`config.mk`:
```
export PLATFORM = sky130hd
export DESIGN_NAME = vend_ctrl
export DESIGN_NICKNAME = d
export VERILOG_FILES = /design/src/rtl/vend_ctrl.sv
export SDC_FILE = /design/constraint.sdc
export NUM_CORES = 1
export LEC_CHECK = 0
export CAP_MARGIN = 20
export CORE_MARGIN = 5
export CORE_UTILIZATION = 53
export DETAILED_ROUTE_END_ITERATION = 10
export PLACE_DENSITY = 0.87
export SYNTH_ARGS = -nofsm -noshare
export SYNTH_HDL_FRONTEND = slang
export SYNTH_SLANG_ARGS = --single-unit
```
`constraint.sdc`:
```
create_clock -name hz100 -period 7.7 [get_ports hz100]
set_input_delay 2.31 -clock hz100 [delete_from_list [all_inputs] [get_ports hz100]]
set_output_delay 2.31 -clock hz100 [all_outputs]
set_load 0.05 [all_outputs]
```
`src/rtl/vend_ctrl.sv`:
```
// Vending-machine controller: coin credit, price/stock checks, vend, change and refund.
// Define VEND_TIMEOUT_EN to auto-refund credit left idle in MONEY for TIMEOUT_CYC cycles.
module vend_ctrl #(
    parameter int NUM_ITEMS   = 4,
    parameter int CREDIT_W    = 8,
    parameter int STOCK_W     = 3,
    parameter int MAX_CREDIT  = 200,
    parameter int TIMEOUT_CYC = 1000,
    localparam int IDX_W      = (NUM_ITEMS > 1) ? $clog2(NUM_ITEMS) : 1
) (
    input  logic                          hz100,
    input  logic                          reset,
    input  logic                          coin_valid,
    input  logic [CREDIT_W-1:0]           coin_value,
    input  logic                          sel_valid,
    input  logic [IDX_W-1:0]              sel_idx,
    input  logic                          refund_req,
    input  logic                          restock_valid,
    input  logic [IDX_W-1:0]              restock_idx,
    input  logic [NUM_ITEMS*CREDIT_W-1:0] price_tbl,
    output logic [2:0]                    state,
    output logic [CREDIT_W-1:0]           credit,
    output logic                          vend_valid,
    output logic [IDX_W-1:0]              vend_idx,
    output logic                          refund_valid,
    output logic [CREDIT_W-1:0]           refund_amt,
    output logic                          reject,
    output logic                          coin_ret,
    output logic [NUM_ITEMS*STOCK_W-1:0]  stock
);

    typedef enum logic [2:0] {
        StInit      = 3'd0,
        StMoney     = 3'd1,
        StPurchased = 3'd2,
        StRejection = 3'd3,
        StRefund    = 3'd4
    } st_e;

    localparam logic [STOCK_W-1:0] StockFull = {STOCK_W{1'b1}};

`ifdef VEND_TIMEOUT_EN
    localparam int TO_W = $clog2(TIMEOUT_CYC + 1);
    logic [TO_W-1:0] idle;
`else
    localparam int unused_timeout_cyc = TIMEOUT_CYC;
`endif

    st_e                 fsm;
    logic [CREDIT_W:0]   coin_sum;
    logic                coin_fits;
    logic                sel_bad;
    logic [CREDIT_W-1:0] sel_price;
    logic [CREDIT_W-1:0] item_price;
    logic [CREDIT_W-1:0] credit_left;
    logic [STOCK_W-1:0]  sel_stock;

    assign state = fsm;

    always_comb begin
        sel_price  = '0;
        item_price = '0;
        sel_stock  = '0;
        for (int i = 0; i < NUM_ITEMS; i++) begin
            if (sel_idx == IDX_W'(i)) begin
                sel_price = price_tbl[i*CREDIT_W +: CREDIT_W];
                sel_stock = stock[i*STOCK_W +: STOCK_W];
            end
            if (vend_idx == IDX_W'(i)) begin
                item_price = price_tbl[i*CREDIT_W +: CREDIT_W];
            end
        end
        // One extra bit so an over-ceiling coin cannot wrap into range.
        coin_sum    = {1'b0, credit} + {1'b0, coin_value};
        coin_fits   = coin_sum <= (CREDIT_W+1)'(MAX_CREDIT);
        sel_bad     = (32'(sel_idx) >= NUM_ITEMS) || (sel_stock == '0) || (credit < sel_price);
        credit_left = credit - item_price;
    end

    always_ff @(posedge hz100) begin
        if (reset) begin
            fsm          <= StInit;
            credit       <= '0;
            stock        <= {NUM_ITEMS{StockFull}};
            vend_valid   <= 1'b0;
            vend_idx     <= '0;
            refund_valid <= 1'b0;
            refund_amt   <= '0;
            reject       <= 1'b0;
            coin_ret     <= 1'b0;
`ifdef VEND_TIMEOUT_EN
            idle         <= '0;
`endif
        end else begin
            vend_valid   <= 1'b0;
            refund_valid <= 1'b0;
            reject       <= 1'b0;
            // Any coin is returned unless the accept branch below clears this.
            coin_ret     <= coin_valid;
`ifdef VEND_TIMEOUT_EN
            idle         <= '0;
`endif
            if (restock_valid && fsm == StInit) begin
                for (int i = 0; i < NUM_ITEMS; i++) begin
                    if (restock_idx == IDX_W'(i)) begin
                        stock[i*STOCK_W +: STOCK_W] <= StockFull;
                    end
                end
            end

            case (fsm)
                StInit, StMoney: begin
                    if (refund_req && fsm == StMoney) begin
                        fsm          <= StRefund;
                        refund_valid <= 1'b1;
                        refund_amt   <= credit;
                    end else if (sel_valid) begin
                        if (fsm == StInit || sel_bad) begin
                            fsm    <= StRejection;
                            reject <= 1'b1;
                        end else begin
                            fsm        <= StPurchased;
                            vend_valid <= 1'b1;
                            vend_idx   <= sel_idx;
                        end
                    end else if (coin_valid) begin
                        if (!refund_req && coin_fits) begin
                            credit   <= coin_sum[CREDIT_W-1:0];
                            fsm      <= StMoney;
                            coin_ret <= 1'b0;
                        end
                    end
`ifdef VEND_TIMEOUT_EN
                    else if (fsm == StMoney) begin
                        if (idle == TO_W'(TIMEOUT_CYC - 1)) begin
                            fsm          <= StRefund;
                            refund_valid <= 1'b1;
                            refund_amt   <= credit;
                        end else begin
                            idle <= idle + 1'b1;
                        end
                    end
`endif
                end

                StPurchased: begin
                    for (int i = 0; i < NUM_ITEMS; i++) begin
                        if (vend_idx == IDX_W'(i)) begin
                            stock[i*STOCK_W +: STOCK_W] <= stock[i*STOCK_W +: STOCK_W] - 1'b1;
                        end
                    end
                    credit <= credit_left;
                    if (credit_left != '0) begin
                        fsm          <= StRefund;
                        refund_valid <= 1'b1;
                        refund_amt   <= credit_left;
                    end else begin
                        fsm <= StInit;
                    end
                end

                StRejection: begin
                    fsm <= (credit != '0) ? StMoney : StInit;
                end

                StRefund: begin
                    credit <= '0;
                    fsm    <= StInit;
                end

                default: begin
                    fsm <= StInit;
                end
            endcase
        end
    end

endmodule
```
==> flow_summary.json, run 1 <==
{
  "status": "complete, no violations",
  "design_area_um2": 4150,
  "p_per_area_nw_per_um2": 239,
  "hold_slack_ps": 470,
  "crit_type": "in -> reg",
  "max-vdd-ir-drop_mv": 0.140,
  "synthCells": 354,
  "post_cts_resized": 0,
  "cts_made_buffers": 5,
  "grt_pass1_wl_um": 14500,
  "clk_path_buf_depth": 2,
  "syn_area_per_cell_um2": 8.89,
  "synth_commonest_cells": "37 x dfxtp_1, 31 x nor2_1, 28 x inv_1, 26 x ha_1, 26 x nand2_1",
  "netlist_area_um2": 3150,
  "synth_top_area_share_pct": 23.5,
  "crit_path_end_kind": "flip-flop",
  "fp.dieH_um": 87.0,
  "yosysTopAreaCell": "dfxtp_1",
  "ant_nets": 0,
  "drc_errors": 0,
  "nets": 512,
  "via_per_inst": 6.24,
  "routabilityCongestion": 0.897,
  "yosys_most_used_dff": "dfxtp_1",
  "cts_tree": "done",
  "ys_types": 61,
  "fin_crit_sh_pct": 74.2,
  "yosys_warnings": 0,
  "finClkSkew_ps": 12.2,
  "crit_path_start": "price_tbl[24]",
  "overflow": 0,
  "tightestPinTransition_ps": 857,
  "post-synth-top-count-cell": "dfxtp_1",
  "dpl_cell_area_um2": 4030,
  "clock-sinks": 37,
  "clk_latency_ps": 300,
  "cp_max_fo": 15,
  "ys_ff_latch": 37,
  "rows": 28,
  "dp_hpwl_um": 6890,
  "p_leak_nw": 1.75,
  "drv_slew": 0,
  "max_freq_mhz": 175,
  "vias": 3180,
  "regToRegEndpoint": "refund_amt[6]$_SDFFE_PP0P_",
  "antenna_found_initial": 0,
  "grt_max_degree": 29,
  "finalHoldViolCount": 0,
  "total_power_w": 0.000991,
  "ctsHoldBuffers": 0,
  "start_util_pct": 53.8,
  "grt_usage_pct": 24.0,
  "setup_slack_ps": 1990,
  "drt-initial-drc-count": 195,
  "crit_path_start_kind": "primary input",
  "synth_seq_area_share_pct": 23.5,
  "ios": 87,
  "finalSetupTns_ps": 0,
  "port_buffers": 86,
  "grt_pass1_vias": 3205,
  "crit_required_ps": 7900,
  "fillers": 452,
  "async_flop_share_pct": 0,
  "drt-pass1-iter-count": 7,
  "ff2ff_path_depth": 9,
  "place_ws_ps": 1750,
  "relSlewSlack_pct": 42.6,
  "rrSetupSlack_ps": 3450,
  "min_path_type": "reg -> reg",
  "die_area_um2": 7580,
  "drv_cap": 0,
  "syn_nets": 432,
  "ctsHtreeMaxLevel": 2,
  "netlist_top_cells_area": "dfxtp_1 24%, mux4_2 11%, ha_1 10%",
  "critical_path.endpoint": "refund_amt[6]$_SDFFE_PP0P_",
  "cts_root_buf": "clkbuf_8",
  "r2r-start": "vend_idx[0]$_SDFFE_PP0P_",
  "wl_per_cell_um": 17.4,
  "die_x_um": 87.0,
  "wl_um": 8870,
  "setup_viol": 0,
  "diodes": 0,
  "post-cts-setup-buffer-count": 0,
  "synth-edff-count": 0,
  "area_growth_pct": 32.0,
  "clk_pin_slew_ps": 80,
  "layout-drive-gt1-share_pct": 8.97,
  "rsz0062_at_grt": "false",
  "fin_crit_ps": 5710,
  "critPathArrivalTime_ps": 5910,
  "core_um2": 5850
}
## cells by family after synthesis
| logic type | after synthesis | synth area share [%] |
|---|---|---|
| xor+xnor | 15 | 4.61 |
| buf+inv | 42 | 5.77 |
| mux | 26 | 14.6 |
| compound gates | 92 | 21.8 |
| flops | 37 | 23.5 |
| fa+ha+maj | 28 | 11.6 |
| simple gates | 114 | 18.0 |
## sequential cells by signal (all words and copies together), names as in the netlist, 2 cells and up
signal      count
credit          8
refund_amt      8
state           3
stock          12
vend_idx        2
## cell type report
cell class	instances	area, um^2	area share, %
clock inverters	2	37.5	0.904
well taps	75	93.8	2.26
inverters	28	105	2.53
clock buffers	6	82.6	1.99
repair buffers	87	868	20.9
flip-flops and latches	37	741	17.8
multi-input cells	275	2220	53.6
## worst min path at each step
stage	startpoint	to	cells after the start
2_1_floorplan	refund_amt[7]$_SDFFE_PP0P_	refund_amt[7]$_SDFFE_PP0P_	2
3_3_place_gp	refund_amt[7]$_SDFFE_PP0P_	refund_amt[7]$_SDFFE_PP0P_	2
3_5_place_dp	refund_amt[7]$_SDFFE_PP0P_	refund_amt[7]$_SDFFE_PP0P_	2
4_1_cts	refund_amt[7]$_SDFFE_PP0P_	refund_amt[7]$_SDFFE_PP0P_	2
5_1_grt	refund_amt[7]$_SDFFE_PP0P_	refund_amt[7]$_SDFFE_PP0P_	2
6_report	refund_amt[7]$_SDFFE_PP0P_	refund_amt[7]$_SDFFE_PP0P_	2
## per-stage QoR
| step | utilization [%] | instances |
|---|---|---|
| after global placement | 68.9 | 502 |
| after detailed placement | 68.9 | 502 |
| after floorplan | - | 354 |
| after CTS | 71.0 | 510 |
| after global routing | 71.0 | 510 |
| final | 71.0 | 510 |
## report_power, final
| part | leakage (nW) | switching (W) | internal [W] |
|---|---|---|---|
| sequential | 0.301 | 0.0000484 | 0.000213 |
| clock | 0.0574 | 0.0000760 | 0.000105 |
| combinational | 1.39 | 0.000314 | 0.000234 |
## worst max-delay path: stages
cell and delay [ps]:
clkdlybuf4s50_1 410, mux4_2 490, ha_1 210, inv_1 80, fa_1 440, or2b_1 240, or4_4 530, o41ai_4 780
nor3_1 150, a31o_2 260
## layout by cell type (no fill, tap or decap), drive strengths merged, types with 4 or more instances in the layout
| cell | count |
|---|---|
| a21o | 5 |
| a22oi | 5 |
| xor2 | 6 |
| inv | 28 |
| a311o | 4 |
| nand3 | 4 |
| dfxtp | 37 |
| nand2 | 26 |
| or3 | 7 |
| mux2i | 10 |
| nor3 | 16 |
| nor4 | 6 |
| xnor2 | 8 |
| clkdlybuf4s50 | 86 |
| a211oi | 12 |
| clkbuf | 6 |
| ha | 26 |
| mux4 | 16 |
| o21ai | 19 |
| a21oi | 11 |
| nor2 | 31 |
| a31o | 4 |
| nor3b | 5 |
| o31ai | 5 |
## per-layer routing
| layer | part of all wire (%) | global-route usage, % | wire, um | up-vias |
|---|---|---|---|---|
| li1 | - | - | - | 1486 |
| met1 | 41 | 29.7 | 3670 | 1516 |
| met2 | 49 | 41.1 | 4310 | 147 |
| met3 | 7.4 | 4.73 | 658 | 31 |
| met4 | 2.6 | 8.78 | 234 | 0 |
| met5 | 0 | 0 | 0 | - |
Note: power is estimated with default switching activity, not from simulation.
==> run 2: changes to the inputs <==
--- a/config.mk
+++ b/config.mk
@@ -7,9 +7,9 @@
 export LEC_CHECK = 0
 export CAP_MARGIN = 20
 export CORE_MARGIN = 5
-export CORE_UTILIZATION = 53
+export CORE_UTILIZATION = 44
 export DETAILED_ROUTE_END_ITERATION = 10
-export PLACE_DENSITY = 0.87
+export PLACE_DENSITY = 0.77
 export SYNTH_ARGS = -nofsm -noshare
 export SYNTH_HDL_FRONTEND = slang
 export SYNTH_SLANG_ARGS = --single-unit
==> constraint.sdc (replaced) <==
create_clock -name hz100 -period 5.2 [get_ports hz100]
set_input_delay 1.56 -clock hz100 [delete_from_list [all_inputs] [get_ports hz100]]
set_output_delay 1.56 -clock hz100 [all_outputs]
set_load 0.05 [all_outputs]
==> run 2 against run 1 <==
Net effect: sequential power grew 48%; utilization decreased by 9.6 points; global-route usage shrank 3.8 points; critical endpoint unchanged; largest power group unchanged.
==> flow_summary.json, run 2 (same netlist as run 1, synthesis figures left out) <==
{
  "finClkSkew_ps": 10.2,
  "clk_latency_ps": 300,
  "via_per_inst": 5.75,
  "grt_util_met3_pct": 3.98,
  "min_to": "refund_amt[7]$_SDFFE_PP0P_",
  "crit_type": "in -> reg",
  "grt-busiest-layer": "met2",
  "clock-sinks": 37,
  "ios": 87,
  "regToRegEndpoint": "refund_amt[6]$_SDFFE_PP0P_",
  "nets": 515,
  "routabilityCongestion": 0.876,
  "clk_pin_slew_ps": 90,
  "rrSetupSlack_ps": 1330,
  "dp_hpwl_um": 6920,
  "layout_commonest_cell": "clkdlybuf4s50_1",
  "cp_num_buf_inv": 3,
  "wl_um": 8840,
  "p_clk_share_pct": 20.6,
  "crit_path_start": "price_tbl[24]",
  "ant_nets": 0,
  "mostFrequentLayoutCells": "86 x clkdlybuf4s50_1, 37 x dfxtp_1, 31 x nor2_1",
  "ctsHoldBuffers": 0,
  "cts_made_buffers": 5,
  "hold_slack_ps": 475,
  "drv_slew": 0,
  "ff2ff_path_depth": 10,
  "post-cts-setup-buffer-count": 0,
  "setup_viol": 0,
  "finalSetupTns_ps": 0,
  "p_leak_nw": 1.77,
  "core_um2": 6870,
  "crit_path_start_kind": "primary input",
  "intPower_w": 0.000863,
  "power_frac_comb_pct": 53.9,
  "drc_errors": 0,
  "ctsHtreeMaxLevel": 2,
  "drt-pass1-iter-count": 4,
  "hold_depth": 2,
  "crit_family": "simple AND/OR/NAND/NOR gates",
  "tightestPinTransition_ps": 739,
  "p_switching_w": 0.000651,
  "grt_use_met2_pct": 35.1,
  "status": "complete, no violations",
  "cts_root_buf": "clkbuf_8",
  "use_met1_pct": 26.0,
  "max-vdd-ir-drop_mv": 0.156,
  "start_util_pct": 45.8,
  "worst_path_largest_cell_delay_ps": 530,
  "fp.dieH_um": 94.6,
  "worstHoldStart": "refund_amt[7]$_SDFFE_PP0P_",
  "grt_pass1_vias": 3036,
  "grt_max_degree": 29,
  "grt_pass1_wl_um": 14500,
  "vias": 3072,
  "cp_max_fo": 15,
  "rows": 30,
  "fin_crit_sh_pct": 89.2,
  "p_sw_share_pct": 43.0,
  "top_regs": "stock (12), credit (8), refund_amt (8)",
  "post_cts_resized": 0,
  "port_buffers": 86,
  "slowest_stage": "or4_4",
  "grt_usage_pct": 20.1,
  "critPathArrivalTime_ps": 4830,
  "die_x_um": 94.6,
  "cts_tree": "done",
  "wl_per_cell_um": 16.6,
  "crit_required_ps": 5400,
  "r2r-start": "vend_idx[0]$_SDFFE_PP0P_",
  "clk_path_buf_depth": 2,
  "layout-drive-gt1-share_pct": 9.59,
  "sequentialPowerShare_pct": 25.5,
  "die_area_um2": 8940,
  "antenna_found_initial": 0,
  "p_per_area_nw_per_um2": 359,
  "crit_path_end_kind": "flip-flop",
  "diodes": 0,
  "min_path_type": "reg -> reg",
  "largest_register_ffs": 12,
  "relSlewSlack_pct": 50.7,
  "path_cells": "clkdlybuf4s50_1 -> mux4_2 -> ha_1 -> inv_1 -> fa_1 -> or2b_1 -> or4_4 -> o41ai_4 -> buf_4 -> nor3_1 -> a31o_2",
  "finalHoldViolCount": 0,
  "max_freq_mhz": 216,
  "area_growth_pct": 34.1,
  "drt-initial-drc-count": 220,
  "fin_crit_ps": 4640,
  "regMostFlops": "stock",
  "rsz0062_at_grt": "false",
  "overflow": 0,
  "drv_cap": 0
}
## run 2: changes by cell type in the layout (fill, tap and decap cells not counted), sizes merged
cell and change:
clkbuf -1, clkinvlp -1, buf +3, bufinv +1, inv +1
## run 2: worst max path at each step
stage	cells past startpoint	endpoint	slack, ps
after global placement	11	refund_amt[4]$_SDFFE_PP0P_	360
final	11	refund_amt[6]$_SDFFE_PP0P_	560
after floorplan	10	refund_amt[0]$_SDFFE_PP0P_	840
after CTS	11	refund_amt[6]$_SDFFE_PP0P_	550
after global routing	13	refund_amt[6]$_SDFFE_PP0P_	430
after detailed placement	11	refund_amt[6]$_SDFFE_PP0P_	270
## run 2: routing by layer
| metal | wire, um | part of all wire, % |
|---|---|---|
| met3 | 636 | 7.2 |
| met5 | 0 | 0 |
| met4 | 67 | 0.76 |
| met1 | 3800 | 43 |
| met2 | 4330 | 49 |
## run 2: tightest hold or removal path, stage by stage, from the launching register on
cell,delay (ps)
dfxtp_1,330
nand2_1,60
a21oi_1,50
## run 2: area by class of cell
class                      instances  area (um^2)
fill                             607         2650
sequential                        37          741
clock inverter                     3         68.8
clock buffer                       5         68.8
timing repair buffer              90          891
tap                               96          120
multi-input combinational        275         2220
inverter                          28          105
## run 2: stage by stage
step / instance area (um^2) / utilization [%] / power [W] / std cells / setup slack (ps)
after floorplan: 3150 / - / 0.000966 / 354 / 838
after global placement: 4080 / 59.4 / 0.00118 / 526 / 360
after detailed placement: 4080 / 59.4 / 0.00120 / 526 / 275
after CTS: 4220 / 61.4 / 0.00151 / 534 / 550
after global routing: 4220 / 61.4 / 0.00160 / 534 / 432
final: 4220 / 61.4 / 0.00151 / 534 / 564
## run 2: power by group through the flow
stage | clock, W | sequential [W] | combinational (W)
2_1_floorplan | 0 | 0.000470 | 0.000497
3_3_place_gp | 0 | 0.000391 | 0.000792
3_5_place_dp | 0 | 0.000393 | 0.000807
4_1_cts | 0.000309 | 0.000386 | 0.000813
5_1_grt | 0.000323 | 0.000395 | 0.000886
6_report | 0.000312 | 0.000387 | 0.000816
